===== src/rtl/sdft_tick_scheduler.sv =====
// -----------------------------------------------------------------------------
// sdft_tick_scheduler
//
// Sequencer that sits in front of one sdft_rl instance. Time-domain samples
// arrive on a valid/ready stream and are held in a small FIFO. The scheduler
// hands them to the SDFT with a one-cycle sample_tick, at most one per block
// period of BLOCK_LEN cycles. It also runs the clear sequence that flushes the
// SDFT comb and resonator memories. That sequence is CLEAR_BLOCKS ticks with
// clear_o=1 and data_o=0, and it runs on request and, optionally, after reset.
// The SDFT saturation alarm is folded into a sticky status flag.
//
// Parameters
//   N              SDFT length (power of 2)
//   DW             sample width
//   SPECTRUM       "full" or "half"; must match the driven SDFT
//   FIFO_DEPTH     input buffer depth (power of 2, >= 2)
//   CLEAR_ON_RESET 1 = a clear sequence runs automatically after reset release
//
// Ports
//   clk_i          clock
//   arst_n_i       asynchronous active-low reset
//   in_data_i      signed input sample
//   in_valid_i     input sample valid
//   in_ready_o     FIFO not full (registered)
//   clear_req_i    single-cycle clear request
//   sat_alarm_i    saturation alarm from the SDFT
//   sample_tick_o  one-cycle tick to the SDFT
//   data_o         sample to the SDFT, stable from one tick to the next
//   clear_o        SDFT clear_i, meaningful at a tick and held until the next
//   busy_o         an SDFT block is in progress
//   clearing_o     clear sequence in progress
//   sat_flag_o     sticky saturation seen since the last clear
//   fifo_level_o   FIFO occupancy
//
// All outputs are registered.
// -----------------------------------------------------------------------------
module sdft_tick_scheduler #(
    parameter int    N              = 4096,
    parameter int    DW             = 16,
    parameter string SPECTRUM       = "full",
    parameter int    FIFO_DEPTH     = 4,
    parameter int    CLEAR_ON_RESET = 1
) (
    input  logic                          clk_i,
    input  logic                          arst_n_i,
    input  logic [DW-1:0]                 in_data_i,
    input  logic                          in_valid_i,
    output logic                          in_ready_o,
    input  logic                          clear_req_i,
    input  logic                          sat_alarm_i,
    output logic                          sample_tick_o,
    output logic [DW-1:0]                 data_o,
    output logic                          clear_o,
    output logic                          busy_o,
    output logic                          clearing_o,
    output logic                          sat_flag_o,
    output logic [$clog2(FIFO_DEPTH):0]   fifo_level_o
);

    // -------------------------------------------------------------------------
    // Derived constants
    // -------------------------------------------------------------------------
    localparam int BLOCK_LEN    = (SPECTRUM == "full") ? N : N / 2;
    localparam int CLEAR_BLOCKS = N / BLOCK_LEN;
    localparam int LW           = $clog2(FIFO_DEPTH) + 1;
    localparam int AW           = $clog2(FIFO_DEPTH);
    localparam int BW           = (BLOCK_LEN > 1) ? $clog2(BLOCK_LEN) : 1;

    localparam logic [BW-1:0] BLK_LAST = BW'(BLOCK_LEN - 1);
    localparam logic [0:0]    CLR_LAST = 1'(CLEAR_BLOCKS - 1);
    localparam logic [LW-1:0] LVL_FULL = LW'(FIFO_DEPTH);

    typedef enum logic [1:0] {
        IDLE    = 2'd0,
        RUN     = 2'd1,
        CLR_RUN = 2'd2
    } state_t;

    // -------------------------------------------------------------------------
    // Registers
    // -------------------------------------------------------------------------
    state_t          r_state;
    logic [BW-1:0]   r_blk_cnt;
    logic [0:0]      r_clr_cnt;
    logic            r_clr_pend;

    logic            r_sample_tick;
    logic [DW-1:0]   r_data;
    logic            r_clear;
    logic            r_busy;
    logic            r_clearing;
    logic            r_sat_flag;

    logic [DW-1:0]   r_mem [FIFO_DEPTH];
    logic [AW-1:0]   r_wr_ptr;
    logic [AW-1:0]   r_rd_ptr;
    logic [LW-1:0]   r_level;
    logic            r_ready;

    // -------------------------------------------------------------------------
    // Dispatch decision
    //
    // The decision normally made in IDLE is also made in the last cycle of
    // every block. Because of this, back-to-back ticks land exactly BLOCK_LEN
    // cycles apart instead of losing a cycle in IDLE. Priority at a boundary:
    //   1. the next block of a clear sequence already under way,
    //   2. a pending clear request (starts a fresh sequence),
    //   3. a buffered sample.
    // Only the registered level counts as "non-empty", so a word pushed in the
    // same cycle is never popped in that cycle.
    // -------------------------------------------------------------------------
    logic            w_push;
    logic            w_blk_end;
    logic            w_boundary;
    logic            w_clr_more;
    logic            w_enter_clr;
    logic            w_pop;
    logic [LW-1:0]   w_level_next;

    always_comb begin
        w_push      = in_valid_i && r_ready;
        w_blk_end   = (r_state != IDLE) && (r_blk_cnt == BLK_LAST);
        w_boundary  = (r_state == IDLE) || w_blk_end;
        w_clr_more  = (r_state == CLR_RUN) && w_blk_end && (r_clr_cnt != CLR_LAST);
        w_enter_clr = w_boundary && !w_clr_more && r_clr_pend;
        w_pop       = w_boundary && !w_clr_more && !r_clr_pend && (r_level != '0);
    end

    // When a clear sequence starts, the FIFO is flushed. A push in that same
    // cycle still lands, so the level restarts at 0 or 1.
    always_comb begin
        w_level_next = r_level;
        if (w_enter_clr) begin
            w_level_next = LW'(w_push);
        end else begin
            w_level_next = r_level + LW'(w_push) - LW'(w_pop);
        end
    end

    // -------------------------------------------------------------------------
    // FIFO storage: plain array, written on push, read into data_o at a tick
    // -------------------------------------------------------------------------
    always_ff @(posedge clk_i) begin
        if (w_push) begin
            r_mem[r_wr_ptr] <= in_data_i;
        end
    end

    always_ff @(posedge clk_i or negedge arst_n_i) begin
        if (!arst_n_i) begin
            r_wr_ptr <= '0;
            r_rd_ptr <= '0;
            r_level  <= '0;
            r_ready  <= 1'b1;
        end else begin
            if (w_push) begin
                r_wr_ptr <= r_wr_ptr + 1'b1;
            end
            // Flushing drops everything between the pointers. A word pushed in
            // this cycle is written at the old write pointer, which becomes
            // the new read pointer, so it survives the flush.
            if (w_enter_clr) begin
                r_rd_ptr <= r_wr_ptr;
            end else if (w_pop) begin
                r_rd_ptr <= r_rd_ptr + 1'b1;
            end
            r_level <= w_level_next;
            r_ready <= (w_level_next < LVL_FULL);
        end
    end

    // -------------------------------------------------------------------------
    // Block sequencer with registered outputs
    // -------------------------------------------------------------------------
    always_ff @(posedge clk_i or negedge arst_n_i) begin
        if (!arst_n_i) begin
            r_state       <= IDLE;
            r_blk_cnt     <= '0;
            r_clr_cnt     <= '0;
            r_clr_pend    <= (CLEAR_ON_RESET != 0);
            r_sample_tick <= 1'b0;
            r_data        <= '0;
            r_clear       <= 1'b0;
            r_busy        <= 1'b0;
            r_clearing    <= 1'b0;
            r_sat_flag    <= 1'b0;
        end else begin
            r_sample_tick <= 1'b0;

            // A request in the cycle the sequence starts must not be lost.
            // So the set wins over the clear-on-entry, and a second full
            // sequence follows.
            if (clear_req_i) begin
                r_clr_pend <= 1'b1;
            end else if (w_enter_clr) begin
                r_clr_pend <= 1'b0;
            end

            // Alarms only count while real data is being transformed. A new
            // clear sequence wipes the flag even if an alarm arrives in the
            // same cycle.
            if (w_enter_clr) begin
                r_sat_flag <= 1'b0;
            end else if (sat_alarm_i && r_busy && !r_clearing) begin
                r_sat_flag <= 1'b1;
            end

            if (w_enter_clr || w_clr_more) begin
                r_state       <= CLR_RUN;
                r_blk_cnt     <= '0;
                r_clr_cnt     <= w_enter_clr ? 1'b0 : r_clr_cnt + 1'b1;
                r_sample_tick <= 1'b1;
                r_data        <= '0;
                r_clear       <= 1'b1;
                r_busy        <= 1'b1;
                r_clearing    <= 1'b1;
            end else if (w_pop) begin
                r_state       <= RUN;
                r_blk_cnt     <= '0;
                r_sample_tick <= 1'b1;
                r_data        <= r_mem[r_rd_ptr];
                r_clear       <= 1'b0;
                r_busy        <= 1'b1;
                r_clearing    <= 1'b0;
            end else if (w_boundary) begin
                // Nothing to issue: rest in IDLE. data_o and clear_o keep the
                // values of the last tick.
                r_state       <= IDLE;
                r_blk_cnt     <= '0;
                r_busy        <= 1'b0;
                r_clearing    <= 1'b0;
            end else begin
                r_blk_cnt     <= r_blk_cnt + 1'b1;
            end
        end
    end

    // -------------------------------------------------------------------------
    // Outputs
    // -------------------------------------------------------------------------
    assign in_ready_o    = r_ready;
    assign sample_tick_o = r_sample_tick;
    assign data_o        = r_data;
    assign clear_o       = r_clear;
    assign busy_o        = r_busy;
    assign clearing_o    = r_clearing;
    assign sat_flag_o    = r_sat_flag;
    assign fifo_level_o  = r_level;

endmodule


===== config.mk =====
export PLATFORM = sky130hd
export DESIGN_NAME = sdft_tick_scheduler
export DESIGN_NICKNAME = d
export VERILOG_FILES = /design/src/rtl/sdft_tick_scheduler.sv
export SDC_FILE = /design/constraint.sdc
export NUM_CORES = 1
export LEC_CHECK = 0
export CAP_MARGIN = 20
export CORE_ASPECT_RATIO = 1.5
export CORE_UTILIZATION = 56
export CTS_CLUSTER_SIZE = 25
export DETAILED_ROUTE_END_ITERATION = 12
export DONT_BUFFER_PORTS = 1
export GPL_TIMING_DRIVEN = 1
export MAX_ROUTING_LAYER = met4
export PLACE_DENSITY = 0.8
export SLEW_MARGIN = 10
export SYNTH_ARGS = -nofsm -noshare
export SYNTH_HDL_FRONTEND = slang
export SYNTH_SLANG_ARGS = --single-unit

===== constraint.sdc =====
create_clock -name clk_i -period 2.8 [get_ports clk_i]
set_input_delay 0.42 -clock clk_i [delete_from_list [all_inputs] [get_ports clk_i]]
set_output_delay 0.42 -clock clk_i [all_outputs]
set_load 0.1 [all_outputs]

==> impl_metrics.py <==
metrics = {
    "power": {
        "leakage_nw": 1.80,
        "power_density_nw_per_um2": 1020,
        "switching_share": 0.379,
        "combPwrFrac": 0.270,
        "ir_drop_mv": 0.504,
        "p_sw_w": 0.00183,
        "seqPwrFrac": 0.547,
        "intPower_w": 0.00299,
        "clkPwrFrac": 0.183,
    },
    "logic_synthesis": {
        "synthesis.nets": 280,
        "ys_async_sr_fraction": 0.407,
        "yosys_register_bits": 108,
        "seq_area_frac_synth": 0.704,
        "synth.most_common_cell": "edfxtp_1",
        "synth_ff_type": "edfxtp_1",
        "synthTopCellsByCount": "64 x edfxtp_1, 42 x dfrtp_1, 17 x a22o_1, 16 x mux4_2, 15 x nor2_1",
        "synthCells": 251,
        "syn-cell-area_um2": 4300,
        "synth_edf_count": 64,
        "synth_area_per_cell_um2": 17.1,
        "ys.warnings.count": 0,
        "synth_top_area_cell": "edfxtp_1",
        "yosys.area.top_type_share": 0.447,
        "synth_cell_type_count": 42,
        "ys_top_cells_by_area": "edfxtp_1 45%, dfrtp_1 24%, mux4_2 8.4%, a22o_1 3.5%, ha_1 2.0%",
    },
    "critical_path": {
        "required_ps": 3100,
        "worstPathMaxFanout": 8,
        "end_kind": "flop",
        "cp-start-kind": "flop",
        "crit_slowest_cell": "dfrtp_1",
        "critical_path.cell_chain": "ha_1 -> nand3_2 -> o32ai_4 -> and3_4 -> ha_4 -> inv_2 -> ha_4 -> inv_2 -> fa_2 -> xnor2_2 -> xnor2_1 -> and2_1",
        "cp_slowest_stage_delay_ps": 410,
        "path_buf_inv": 2,
        "crit_family": "adder cells",
        "timing_worst_setup_path_type": "reg -> reg",
        "arrival_ps": 2930,
    },
    "routing": {
        "drcViolationCount": 0,
        "drt_iter0_drc": 107,
        "wl_per_cell_um": 19.4,
        "first_pass_iters": 5,
        "vias_per_cell": 5.89,
        "dr_total_vias": 2203,
        "wl_um": 7250,
        "ant_nets": 0,
    },
    "clocking": {
        "cts_tree": "yes",
        "ctsHtreeMaxLevel": 3,
        "clkLatencyLatePin_ps": 360,
        "clk_path_buf_depth": 2,
        "root_buffer": "clkbuf_8",
        "cts-buffers-inserted": 9,
        "clk_pin_slew_ps": 90,
        "cts_sinks": 108,
    },
    "sta": {
        "worstMarginPinSlew_ps": 937,
        "fin_setup_tns_ps": 0,
        "fmax_mhz": 380,
        "period_share": 0.940,
        "hold_viol": 0,
        "finalSetupViolCount": 0,
        "worst_slack_ps": 169,
        "slew-limit-headroom": 0.375,
        "hold_ws_ps": 149,
        "fin_worst_skew_ps": 9.44,
        "rsz0062_at_grt": "no",
        "fin_crit_ps": 2630,
        "finalMaxSlewViolations": 0,
    },
    "flow_run": {
        "drv_cap": 0,
    },
    "floorplanning": {
        "fp.dieW_um": 73.5,
        "initial_core_util": 0.587,
        "num_io_pins": 46,
        "core_um2": 7320,
        "die_h_um": 109,
        "rows": 38,
        "dieArea_um2": 8040,
    },
    "grt": {
        "grt_pass1_vias": 2364,
        "gr-total-overflow": 0,
        "grt_pass1_wl_um": 11600,
        "grt_max_degree": 45,
        "grt_use_total": 0.210,
        "antenna_found_initial": 0,
    },
    "placement": {
        "dpl_cell_area_um2": 4520,
        "globalplace.congestion": 0.732,
        "dp_cells": 355,
        "portBuffers": 0,
        "place_hpwl_um": 4680,
        "preCtsSetupSlack_ps": 174,
    },
    "layout": {
        "n_fill_cell": 531,
        "fin_nets": 297,
        "final_cells": 374,
        "drive_above_1_share": 0.220,
        "stdcell_area_um2": 4730,
        "synthToLayoutAreaGrowth_pct": 10.1,
    },
    "min_path": {
        "min_path_type": "in -> reg",
    },
    "run_status": {
        "status": "complete, no violations",
    },
}
power groups by stage:
stage / Combinational, W / Sequential, W / Clock, W
4_1_cts: 0.00132 / 0.00264 / 0.000898
3_3_place_gp: 0.00127 / 0.00265 / 0
3_5_place_dp: 0.00130 / 0.00267 / 0
5_1_grt: 0.00141 / 0.00267 / 0.000961
6_report: 0.00130 / 0.00264 / 0.000881
2_1_floorplan: 0.000828 / 0.00284 / 0
logic make-up after synthesis:
group,after synthesis,synth area share
buf+inv,20,0.0233
flops,108,0.704
compound gates,36,0.0704
mux,18,0.0888
xor+xnor,11,0.0224
fa+ha+maj,8,0.0250
simple gates,50,0.0664
through the flow:
stage,total power (W),util
2_1_floorplan,0.00367,-
3_3_place_gp,0.00392,0.617
3_5_place_dp,0.00397,0.617
4_1_cts,0.00486,0.646
5_1_grt,0.00505,0.646
6_report,0.00482,0.646
state kept, by name, indices dropped and copies added (netlist names):
register       flops
busy_o             1
r_state            2
clear_o            1
r_mem             64
r_blk_cnt         12
sat_flag_o         1
fifo_level_o       3
data_o            16
sample_tick_o      1
r_wr_ptr           2
in_ready_o         1
r_rd_ptr           2
r_clr_cnt          1
r_clr_pend         1
cell type report:
type / instances / area [µm²] / share of cell area
Timing Repair Buffer: 15 / 135 / 0.0285
Clock buffer: 13 / 139 / 0.0293
Multi-Input combinational cell: 123 / 1210 / 0.256
Tap cell: 100 / 125 / 0.0264
Antenna cell: 1 / 2.50 / 0.000529
Clock inverter: 3 / 38.8 / 0.00819
Inverter: 11 / 41.3 / 0.00872
Sequential cell: 108 / 3040 / 0.642
worst paths after layout:
kind                               start              end  slack [ps]  cells after the start
min in group asynchronous       arst_n_i      r_rd_ptr[1]         540                      2
hold / removal             in_data_i[10]     r_mem[2][10]         150                      0
max in group asynchronous       arst_n_i       r_clr_pend        1970                      2
setup / recovery            r_blk_cnt[0]  fifo_level_o[2]         170                     12
hold reg to reg             r_blk_cnt[0]     r_blk_cnt[0]         510                      1
setup reg to reg            r_blk_cnt[0]  fifo_level_o[2]         170                     12
cells in the final DEF, fill, tap and decap left out, types with 2 or more instances in the layout:
master,netlist,layout
and4_1,2,2
clkbuf_8,0,9
nand2_1,5,5
a21boi_1,2,2
a22o_1,17,17
nand4_1,3,3
and3_1,6,5
a21o_1,3,3
inv_2,0,2
clkbuf_1,3,4
a31oi_1,2,2
nor2_1,15,15
dfrtp_1,42,38
a21oi_1,5,5
xor2_1,4,4
o21ai_0,2,2
dfrtp_4,0,3
or3_1,3,3
edfxtp_1,64,64
mux4_2,16,16
ha_4,0,2
ha_1,7,5
nor3_1,5,5
nand3_1,3,3
xnor2_1,7,6
inv_1,11,9
dfstp_2,2,2
buf_4,2,13
worst register-to-register path: stages (launching register included):
cell and delay (ps):
dfrtp_1 410, ha_1 220, nand3_2 180, o32ai_4 270, and3_4 240, ha_4 190, inv_2 60, ha_4 110
inv_2 30, fa_2 360, xnor2_2 150, xnor2_1 190, and2_1 170
metal layers:
layer  part of all wire  track usage  routed length (µm)  vias to the layer above
met5                  0            -                   0                        -
met4              0.015       0.0865                 110                        0
met3              0.040       0.0577                 289                        8
met2               0.54        0.352                3920                       41
met1               0.40        0.236                2930                     1161
li1                   -            -                   -                      993
repair_timing:
item                      in CTS  in global routing
gates resized for setup        0                  0
hold endpoints to repair      44                  0
hold buffers                   2                  0
setup buffers                  0                  0
Note: power is estimated with default switching activity, not from simulation.
